==> src/rtl/fetch_unit.sv <==
// DLX instruction-fetch front end: owns the PC, issues one outstanding imem
// request at a time and hands each word to decode over a valid/ready pair.
module fetch_unit #(
  parameter logic [31:0] RESET_PC = 32'h0000_0000
) (
  input  logic        clk,
  input  logic        reset,
  output logic        imem_req,
  output logic [31:0] imem_addr,
  input  logic        imem_rdy,
  input  logic [31:0] imem_data,
  output logic [31:0] inst,
  output logic [31:0] inst_pc,
  output logic        inst_valid,
  input  logic        inst_ready,
  input  logic        branch_taken,
  input  logic        jump,
  input  logic        jr,
  input  logic [31:0] jr_target
);

  // state | meaning
  // FETCH | request outstanding at pc, waiting for imem_rdy
  // HOLD  | word held for decode, no request issued
  // DRAIN | wrong-path request still in flight; word dropped, then pc <= saved_target
  typedef enum logic [1:0] {FETCH, HOLD, DRAIN} state_t;

  state_t      state, state_nx;
  logic [31:0] pc, pc_nx;
  logic [31:0] saved_target, saved_target_nx;
  logic [25:0] last_off, last_off_nx;
  logic [31:0] last_pc, last_pc_nx;
  logic [31:0] inst_nx, inst_pc_nx;
  logic        redir;
  logic [31:0] seq_pc, jump_off, br_off, raw_target, target;

  assign imem_req  = !reset && (state != HOLD);
  assign imem_addr = pc;
  assign redir     = branch_taken | jump | jr;

  // Only the low 26 bits of the last accepted word feed any target.
  always_comb begin
    seq_pc   = last_pc + 32'd4;
    jump_off = {{6{last_off[25]}}, last_off};
    br_off   = {{16{last_off[15]}}, last_off[15:0]};
    if (jr)        raw_target = jr_target;
    else if (jump) raw_target = seq_pc + jump_off;
    else           raw_target = seq_pc + br_off;
    target = raw_target & ~32'h3;
  end

  always_comb begin
    state_nx        = state;
    pc_nx           = pc;
    saved_target_nx = saved_target;
    last_off_nx     = last_off;
    last_pc_nx      = last_pc;
    inst_nx         = inst;
    inst_pc_nx      = inst_pc;
    case (state)
      FETCH: begin
        if (redir) begin
          if (imem_rdy) begin
            pc_nx = target;
          end else begin
            saved_target_nx = target;
            state_nx        = DRAIN;
          end
        end else if (imem_rdy) begin
          inst_nx    = imem_data;
          inst_pc_nx = pc;
          state_nx   = HOLD;
        end
      end
      HOLD: begin
        // A redirect wins over a same-cycle acceptance of the held word.
        if (redir) begin
          pc_nx    = target;
          state_nx = FETCH;
        end else if (inst_ready) begin
          last_off_nx = inst[25:0];
          last_pc_nx  = inst_pc;
          pc_nx       = inst_pc + 32'd4;
          state_nx    = FETCH;
        end
      end
      DRAIN: begin
        if (imem_rdy) begin
          pc_nx    = saved_target;
          state_nx = FETCH;
        end
      end
      default: state_nx = FETCH;
    endcase
  end

  always_ff @(posedge clk) begin
    if (reset) begin
      state        <= FETCH;
      pc           <= RESET_PC;
      saved_target <= '0;
      last_off     <= '0;
      last_pc      <= '0;
      inst         <= '0;
      inst_pc      <= '0;
      inst_valid   <= 1'b0;
    end else begin
      state        <= state_nx;
      pc           <= pc_nx;
      saved_target <= saved_target_nx;
      last_off     <= last_off_nx;
      last_pc      <= last_pc_nx;
      inst         <= inst_nx;
      inst_pc      <= inst_pc_nx;
      inst_valid   <= (state_nx == HOLD);
    end
  end

endmodule

==> config.mk <==
export PLATFORM = sky130hd
export DESIGN_NAME = fetch_unit
export DESIGN_NICKNAME = d
export VERILOG_FILES = /design/src/rtl/fetch_unit.sv
export SDC_FILE = /design/constraint.sdc
export NUM_CORES = 1
export LEC_CHECK = 0
export ABC_AREA = 1
export BUFFER_PORTS_ARGS = -buffer_cell sky130_fd_sc_hd__buf_2
export CORE_ASPECT_RATIO = 0.7
export CORE_MARGIN = 2
export CORE_UTILIZATION = 45
export CTS_CLUSTER_DIAMETER = 40
export DETAILED_ROUTE_END_ITERATION = 8
export GPL_ROUTABILITY_DRIVEN = 0
export PLACE_DENSITY = 0.68
export SLEW_MARGIN = 40
export SYNTH_ARGS = -nofsm -noshare
export SYNTH_HDL_FRONTEND = slang
export SYNTH_SLANG_ARGS = --single-unit
==> constraint.sdc <==
create_clock -name clk -period 3.1 [get_ports clk]
set_clock_uncertainty 0.05 [all_clocks]
set_input_delay 0.62 -clock clk [delete_from_list [all_inputs] [get_ports clk]]
set_output_delay 0.62 -clock clk [all_outputs]
set_load 0.005 [all_outputs]
==> run summary <==
The flow ran to the end, but the final reports show violations. The final reports fail on setup timing. The worst setup path is of the flip-flop to flip-flop kind. The number of logic stages on the critical path including buffering came out at 25. Setup repair after global routing could not meet its margin everywhere. The type of the most critical hold path is flip-flop to flip-flop. The average cell area after synthesis came out at 6.41 sq um. After the first detailed-routing iteration, the DRC count stood at 1328.

The number of detailed-routing iterations run before antenna repair is 8. The endpoint identified for the worst register-to-register timing path is imem_addr[27]$_SDFFE_PP0P_. The total area inside the core boundary comes to 24900 sq um.

Summed over all layers, the routed wires come to 41500 um. Counting flops with an async set or reset pin after synthesis yields a share of 0. The routing usage on met2 came out at 0.465.

The via count of the first global-routing pass is 11700. The count of max-cap constraint violations is 0. The setup TNS is -7930 ps. In this run the worst setup path begins at last_pc[3]$_SDFFE_PP0P_.

The synthesized design contains 0 enable-type register cells. The count of hold buffers inserted by post-cts repair came out at 0. The number of antenna violations at the first check in global routing is 0. The maximum fanout along the worst path came out at 4. The sink count of the clock tree is 187. The half-perimeter wire length after detailed placement is 29500 um. The signed area change from the synthesized netlist to the final layout is 30.6%. The critical path ends at imem_addr[27]$_SDFFE_PP0P_. The number of top-level pins came out at 169. The global routing stage identified its most utilized layer as met2. The detail route stage leaves a number of antenna-violating nets equal to 0.

The area share of the largest cell type after synthesis is 0.325. The total die area came out at 26900 sq um. After layout, the worst setup slack is -435 ps. The slowest stage of the critical path is the sky130_fd_sc_hd__dfxtp_4 cell. Overall power consumption after layout is estimated at 0.00577 W.

Counting cells, the worst reg-to-reg path comes to 25. The number of instances in the synthesized netlist is 1798. The data required time of the worst path came out at ~3400 ps.

The routed via count divided by cell count came out at around 5.5. Clock-pin slew was measured on the worst setup and hold paths at 70 ps. The Yosys warning count is 0. The met1 routing resource usage after global routing came out at 0.414. The sort of element at the start of the critical path is a flip-flop.

When the netlist entered floorplanning its net count stood at 1910. The met3 track utilization from global routing came out at 0.0734. Dividing the detail-routed wire length by the instance count gives ~17 um. Based on the critical path, the design can be clocked at up to 283 MHz. The count of nets after finishing is 2144. The number of slew-limit violations in the final report came to 0. The number of I/O port buffers came out at 166. The chip width is between 150 and 200 um.

In this design, the critical path's most frequently occurring cell is sky130_fd_sc_hd__nand2_1. The height of the die is 138 um. The capturing element type of the critical path is a flip-flop. The setup violation total in the final timing report is 37.

The most used flip-flop cell after synthesis is sky130_fd_sc_hd__dfxtp_1. The longest clock path from root to sink contains 2 buffers. For this block, the via count after detailed routing is 13000. TritonCTS built the clock tree.

The final count of hold timing violations was 0. The count of cells in the finished layout, fillers not included, comes to 2370. The global routing usage summed across all routing layers is 0.300. The worst hold slack came out at 396 ps.

For the worst-skew pair, the clock arrives at the later sink with an insertion delay of between 400 and 500 ps. The startpoint identified for the worst register-to-register timing path is last_pc[3]$_SDFFE_PP0P_. The relative max-transition margin is 0.518. The slew at the pin closest to its max-slew limit came out at between 700 and 800 ps.

Sorting the synthesized cells by how often they occur yields sky130_fd_sc_hd__nand2_1 (390), sky130_fd_sc_hd__a21oi_1 (251), sky130_fd_sc_hd__inv_1 (244), sky130_fd_sc_hd__dfxtp_1 (187), sky130_fd_sc_hd__o21ai_0 (162). After global routing the overflow that remains totals 0. The number of distinct library cell variants in the gate-level netlist after synthesis came out at about 50. After synthesis the cells add up to approximately 12000 sq um.

The signal arrival time at the worst endpoint is 3820 ps. The starting utilization of the core area came out at 0.462. In this run the number of H-tree levels came out at 4.

The minimum clock period after layout came out at 3530 ps. The tree is rooted in a sky130_fd_sc_hd__clkbuf_16. The remaining routing DRC violations is 0. The number of antenna repair diodes is 0. In the final layout, the share of cells above drive strength 1 is 0.280.

By area the synthesized netlist is led by sky130_fd_sc_hd__dfxtp_1 (33%), sky130_fd_sc_hd__nand2_1 (13%), sky130_fd_sc_hd__a21oi_1 (11%), sky130_fd_sc_hd__inv_1 (8.0%), sky130_fd_sc_hd__o21ai_0 (7.0%). The setup slack of the most critical reg-to-reg path is -430 ps. The number of buffers created by CTS is 17. The number of storage elements in the synthesis netlist came out at 187. The most common cell in the synthesized netlist is sky130_fd_sc_hd__nand2_1. The number of placement rows came out at between 40 and 50.

Grouping stages by cell kind, the critical path spends the most delay in simple AND/OR/NAND/NOR gates. Of all cell types, the one taking the most synthesized area is sky130_fd_sc_hd__dfxtp_1. The sequential element share of the synthesized area came out at 0.325. The total power per unit cell area is 384 nW/um^2. The post-route fraction of the period consumed by the critical path came out at 1.14.

The first global-routing pass estimated 62700 um of wire. The buffering stage count on the worst path with inverters included came out at 4. The largest stage delay on the critical path came out at 360 ps.

The number of placed instances, taps included came out at 2317. The analysis attributes to cell leakage a power of between 7 and 8 nW. The largest voltage drop on the vdd net came out at 0.000391 V. Entering global routing, the biggest net connects 130 pins.
-- per-stage QoR --
step / worst slack [ps] / cell area (sq um) / utilization
floorplan: 35.8 / 11500 / -
global placement: -313 / 13300 / 0.534
detailed placement: -380 / 13300 / 0.534
CTS: -204 / 14500 / 0.581
global route: -635 / 15000 / 0.603
finish: -435 / 15000 / 0.603
-- metal layers --
layer | vias to the layer above | share of wire
li1 | 6280 | -
met5 | - | 0
met3 | 78 | 0.097
met1 | 5979 | 0.44
met4 | 0 | 0.023
met2 | 621 | 0.44
-- worst reg2reg max path: cells and delay by family (launching register included) --
kind            cells  cell delay (ps)
xor+xnor            1              210
flops               1              360
fa+ha+maj           2              390
compound gates      2              250
simple gates       16             1760
buf+inv             4              400
-- placed cells by master, fill, tap and decap left out, types with 6 or more instances in the layout --
cell	synthesis	layout
sky130_fd_sc_hd__xor2_1	45	38
sky130_fd_sc_hd__dfxtp_1	187	183
sky130_fd_sc_hd__ha_1	41	24
sky130_fd_sc_hd__nor3_2	6	8
sky130_fd_sc_hd__o21bai_1	8	8
sky130_fd_sc_hd__nor2_4	2	16
sky130_fd_sc_hd__nand2_2	8	48
sky130_fd_sc_hd__xor2_2	1	6
sky130_fd_sc_hd__or2_2	8	8
sky130_fd_sc_hd__inv_2	19	31
sky130_fd_sc_hd__nand2_4	1	11
sky130_fd_sc_hd__o221ai_2	0	7
sky130_fd_sc_hd__nand3_1	91	74
sky130_fd_sc_hd__nor2_1	152	130
sky130_fd_sc_hd__nor2_2	7	15
sky130_fd_sc_hd__o21ai_0	162	145
sky130_fd_sc_hd__nand3_2	3	16
sky130_fd_sc_hd__buf_6	0	7
sky130_fd_sc_hd__nand2_1	390	339
sky130_fd_sc_hd__inv_1	244	230
sky130_fd_sc_hd__a21oi_1	251	226
sky130_fd_sc_hd__nand4_1	8	8
sky130_fd_sc_hd__buf_2	18	166
sky130_fd_sc_hd__buf_4	0	117
sky130_fd_sc_hd__o21ai_2	1	13
sky130_fd_sc_hd__nor3_1	16	12
sky130_fd_sc_hd__o21ai_1	18	23
sky130_fd_sc_hd__clkbuf_16	0	17
sky130_fd_sc_hd__ha_4	0	14
sky130_fd_sc_hd__a21oi_2	3	25
-- flip-flops by register name, indices dropped and copies added, names as in the netlist --
name / cells
inst_valid: 1
inst: 32
last_pc: 32
inst_pc: 32
state: 2
saved_target: 30
imem_addr: 32
last_off: 26
-- cell families (layout without fill, tap and decap cells) --
family | count (synthesis) | after routing | synth area share
buf+inv | 343 | 590 | 0.114
fa+ha+maj | 41 | 41 | 0.0445
simple gates | 710 | 710 | 0.265
flops | 187 | 187 | 0.325
compound gates | 469 | 469 | 0.214
mux | 1 | 1 | 0.000869
xor+xnor | 47 | 47 | 0.0364
-- what timing repair did --
action | 4_1_cts | 5_1_grt
setup buffers | 10 | 11
setup endpoints to repair | 35 | 43
pin swaps | 42 | 54
gates resized for setup | 120 | 122
-- cell type report --
| class | instances | area [sq um] |
|---|---|---|
| clock inverter | 12 | 158 |
| tap | 325 | 407 |
| multi-input combinational | 1268 | 7410 |
| fill | 2308 | 9880 |
| inverter | 264 | 995 |
| sequential | 187 | 3750 |
| timing repair buffer | 294 | 1870 |
| clock buffer | 20 | 457 |
-- how the worst min path moves through the flow --
stage / start / endpoint / cells past startpoint
finish: inst[30]$_SDFFE_PP0P_ / inst[30]$_SDFFE_PP0P_ / 2
global route: imem_data[7] / inst[7]$_SDFFE_PP0P_ / 3
CTS: imem_data[0] / inst[0]$_SDFFE_PP0P_ / 3
detailed placement: inst[28]$_SDFFE_PP0P_ / inst[28]$_SDFFE_PP0P_ / 2
global placement: inst[31]$_SDFFE_PP0P_ / inst[31]$_SDFFE_PP0P_ / 2
floorplan: last_off[16]$_SDFFE_PP0P_ / last_off[16]$_SDFFE_PP0P_ / 2
-- where the power goes --
part           switching, W  internal (W)
Clock               0.00104       0.00132
Sequential         0.000100       0.00252
Combinational      0.000508      0.000287
No activity file was read; power rests on OpenSTA's default activity.
